$ cat src/rtl/ex_mem_queue.sv
// EX->MEM stage buffer: DEPTH-entry circular queue between execute and memory stages.
// Optional EX back-pressure statistics counter is built when EX_MEM_STATS_EN is defined.
module ex_mem_queue #(
  parameter int PAYLOAD_W = 112,
  parameter int DEPTH     = 2
) (
  input  logic                       clk,
  input  logic                       rst,
  input  logic                       flush,
  input  logic                       ex_valid,
  output logic                       ex_ready,
  input  logic [PAYLOAD_W-1:0]       ex_payload,
  output logic                       mem_valid,
  input  logic                       mem_ready,
  output logic [PAYLOAD_W-1:0]       mem_payload,
  output logic [$clog2(DEPTH):0]     count,
  output logic                       full,
  output logic                       empty,
  output logic [31:0]                stall_cycles
);

  localparam int AW = $clog2(DEPTH);

  logic [PAYLOAD_W-1:0] mem [DEPTH];
  logic [AW-1:0]        wp;
  logic [AW-1:0]        rp;
  logic [AW:0]          cnt;
  logic                 push;
  logic                 pop;

  // Handshake: a transfer happens on a rising edge where valid && ready. ready never
  // depends on the partner's valid, and there is no pass-through when full.
  assign full        = (cnt == (AW+1)'(DEPTH));
  assign empty       = (cnt == '0);
  assign count       = cnt;
  assign ex_ready    = !full && !rst;
  assign mem_valid   = !empty;
  assign mem_payload = empty ? '0 : mem[rp];
  assign push        = ex_valid && ex_ready;
  assign pop         = mem_valid && mem_ready;

  always_ff @(posedge clk) begin
    if (rst || flush) begin
      wp  <= '0;
      rp  <= '0;
      cnt <= '0;
    end else begin
      if (push) wp <= wp + 1'b1;
      if (pop)  rp <= rp + 1'b1;
      case ({push, pop})
        2'b10:   cnt <= cnt + 1'b1;
        2'b01:   cnt <= cnt - 1'b1;
        default: cnt <= cnt;
      endcase
    end
  end

  // Storage is never cleared; empty gates it off the output.
  always_ff @(posedge clk) begin
    if (!flush && push) mem[wp] <= ex_payload;
  end

`ifdef EX_MEM_STATS_EN
  logic [31:0] stall_q;

  always_ff @(posedge clk) begin
    if (rst) begin
      stall_q <= '0;
    end else if (ex_valid && !ex_ready && (stall_q != 32'hFFFF_FFFF)) begin
      stall_q <= stall_q + 32'd1;
    end
  end

  assign stall_cycles = stall_q;
`else
  assign stall_cycles = 32'h0;
`endif

endmodule

$ cat config.mk
export PLATFORM = sky130hd
export DESIGN_NAME = ex_mem_queue
export DESIGN_NICKNAME = d
export VERILOG_FILES = /design/src/rtl/ex_mem_queue.sv
export SDC_FILE = /design/constraint.sdc
export NUM_CORES = 1
export LEC_CHECK = 0
export ABC_AREA = 1
export CAP_MARGIN = 20
export CORE_UTILIZATION = 51
export CTS_CLUSTER_DIAMETER = 30
export CTS_CLUSTER_SIZE = 14
export DETAILED_ROUTE_END_ITERATION = 10
export PLACE_DENSITY = 0.83
export REMOVE_ABC_BUFFERS = 1
export SYNTH_ARGS = -nofsm -noshare
export SYNTH_HDL_FRONTEND = slang
export SYNTH_SLANG_ARGS = --single-unit
$ cat constraint.sdc
create_clock -name clk -period 24.1 [get_ports clk]
set_clock_uncertainty 0.05 [all_clocks]
set_input_delay 2.41 -clock clk [delete_from_list [all_inputs] [get_ports clk]]
set_output_delay 2.41 -clock clk [all_outputs]
set_load 0.05 [all_outputs]
==> qor.csv <==
stage;metric;value;unit
run_status;outcome;finished, final reports clean;
sta;hold slack;0.479;ns
drt;vias per cell;5.04;
clock_tree;CTS root buf;clkbuf_16;
setup_path;CP delay by family, top;buffers and inverters;
clock_tree;Hold Buf Count CTS;0;
sta;final hold vios;0;
setup_path;Bufs and invs on worst path;2;
setup_path;critical path peak fanout;4;
finish;Util after Layout;74.0;%
clock_tree;Max Buffers Root-to-Sink;3;
global_routing;Total Routing Usage GR;21.4;%
drt;antenna-violating nets left;0;
drt;first drt pass iteration count;5;
power_and_ir_drop;VDD IR-drop max;74.3;uV
finish;post-synthesis to final-layout area growth;40.8;%
setup_path;crit path DAT;3.79;ns
synthesis;yosys warns;0;
synthesis;Mapped Area;9150;um^2
die;# IOs;267;
clock_tree;Setup Fix Bufs, Post-CTS;0;
global_routing;largest net degree at the start of global routing;72;
power_and_ir_drop;Leak;4.50;nW
die;core area;17400;um^2
sta;Least-Margin Pin Slew;0.994;ns
die;Die Area;18500;um^2
clock_tree;worst-skew pair later-pin latency;0.51;ns
drt;routed vias;5931;
sta;f_max;160;MHz
die;Die Wd;136;um
drt;Total Wirelength;20.0;mm
placed_design;RD Place Congestion;0.729;
synthesis;Yosys reg bits;229;
clock_tree;Gates resized, CTS repair;0;
global_routing;vias in the first global route;5811;
drt;Routed wire per std cell;17.0;um
synthesis;register area share after synthesis;74.6;%
setup_path;CP max stage delay;0.80;ns
sta;Final Cycle Share;25.9;%
sta;Slew HR;33.8;%
setup_path;crit-path most repeated cell;clkdlybuf4s50_1;
sta;minimum clock period;6.25;ns
synthesis;Mapped Cells;674;
synthesis;Post-Syn Area per Cell;13.6;um^2
min_path;Hold WC Path Type;register to register;
clock_tree;H-tree levels;2;
drt;DRC viols;0;
die;Core Rows;48;
global_routing;antenna violations before repair;0;
sta;RSZ-0062 raised after global routing;no;
finish;Inserted Diodes;0;
finish;layout cells sized above 1;15.0;%
synthesis;Distinct cells, synth;20;
finish;nets;1039;
global_routing;first-pass GRT wire length;30.0;mm
placed_design;hpwl dp;12.0;mm
setup_path;critical path class;primary input to primary output;
run;max_cap viols;0;
clock_tree;CTS tree;built;
clock_tree;TritonCTS buffer count;41;
sta;Final Max Slew Viols;0;
clock_tree;CTS sink cnt;229;
setup_path;Required @ worst endpoint;21.64;ns
sta;final setup violating endpoints;0;
setup_path;Crit. End Element;primary output;
setup_path;CP cell instances;clkdlybuf4s50_1, nor2_1, clkdlybuf4s50_1;
drt;starting DRC count in detailed routing;309;
die;die height;136;um
die;initial cell density of the core;52.5;%
sta;total negative slack;0;ns
clock_tree;CTS clk-pin slew, worst paths;0.05;ns
placed_design;# port buffers;234;
power_and_ir_drop;pwr dens;87.0;nW/um^2
global_routing;grt ovf;0;
setup_path;CP max-delay cell;clkdlybuf4s50_1;
setup_path;Startpoint Class;primary input;
[synthesized netlist by cell type (all sizes together)]
library cell | count | area share, %
edfxtp | 224 | 74
nand2 | 233 | 9.6
inv | 9 | 0.37
buf | 68 | 5.5
clkinv | 1 | 0.055
conb | 1 | 0.041
ha | 1 | 0.14
nor2 | 13 | 0.62
xor2 | 1 | 0.096
nand4 | 2 | 0.14
clkbuf | 1 | 0.082
nor3 | 2 | 0.11
dfxtp | 5 | 1.1
nand3 | 1 | 0.11
a21oi | 112 | 8.6
[worst min-delay path, stage by stage, from the launching register on]
cell and delay (ns):
dfxtp_1 0.34, nor2_1 0.06, nor2_1 0.09
[registers in the layout, indices dropped and copies added, names as in the netlist, named ones only]
name and count:
rp 1, count 2, mem 224, wp 1
[cell usage in the layout, fill, tap and decap left out]
cell type	instances
clkdlybuf4s50_1	234
nand2_1	233
edfxtp_1	224
a21oi_2	60
a21oi_1	52
clkbuf_16	43
conb_1	32
nor2_1	11
inv_1	9
buf_4	8
clkinvlp_4	7
bufinv_16	6
clkinv_2	6
dfxtp_1	4
inv_6	3
clkbuf_1	3
nor2_4	2
nand4_1	2
clkbuf_8	2
clkinv_4	2
inv_4	1
nand3_2	1
nor3_2	1
xor2_1	1
nor3_1	1
ha_1	1
dfxtp_4	1
clkinv_1	1
[cell families after synthesis]
group           count (synthesis)  synth area share [%]
other cells                     1                0.0410
simple gates                  251                  10.5
xor+xnor                        1                0.0958
buf+inv                        79                  5.99
fa+ha+maj                       1                 0.137
compound gates                112                  8.59
flops                         229                  74.6
[layout make-up]
type / instances / area, um^2
sequential: 229 / 6830
tap: 225 / 282
fill: 1068 / 4530
timing repair buffer: 242 / 2400
inverter: 10 / 40.0
clock inverter: 25 / 310
clock buffer: 48 / 1110
multi-input combinational: 397 / 1900
[where the power goes]
part,switching (mW),internal [mW]
registers,0.00231,0.446
clock network,0.185,0.395
logic,0.0597,0.0327
[layer usage]
metal | wire length [um] | track usage, % | up-vias
met5 | 0 | 0 | -
met2 | 10300 | 36.5 | 258
met1 | 7350 | 24.2 | 2829
li1 | - | - | 2795
met3 | 1660 | 7.12 | 49
met4 | 707 | 10.1 | 0
[stage by stage]
| step | instance area [um^2] | power, mW | worst slack [ns] | cells |
|---|---|---|---|---|
| floorplan | 8760 | 0.509 | 13.19 | 636 |
| global placement | 11500 | 0.545 | 17.86 | 1103 |
| detailed placement | 11500 | 0.548 | 17.85 | 1103 |
| CTS | 12900 | 1.13 | 17.85 | 1176 |
| global route | 12900 | 1.16 | 17.82 | 1176 |
| finish | 12900 | 1.12 | 17.85 | 1176 |
[path summary, 6_finish.rpt]
| kind | start | end | slack, ns | cells past startpoint |
|---|---|---|---|---|
| setup / recovery | rst | ex_ready | 17.85 | 3 |
| hold / removal | rp | register | 0.48 | 2 |
| setup reg to reg | count[0] | mem[1][72] | 21.45 | 5 |
| hold reg to reg | rp | register | 0.48 | 2 |
(Power assumes the default switching activity.)
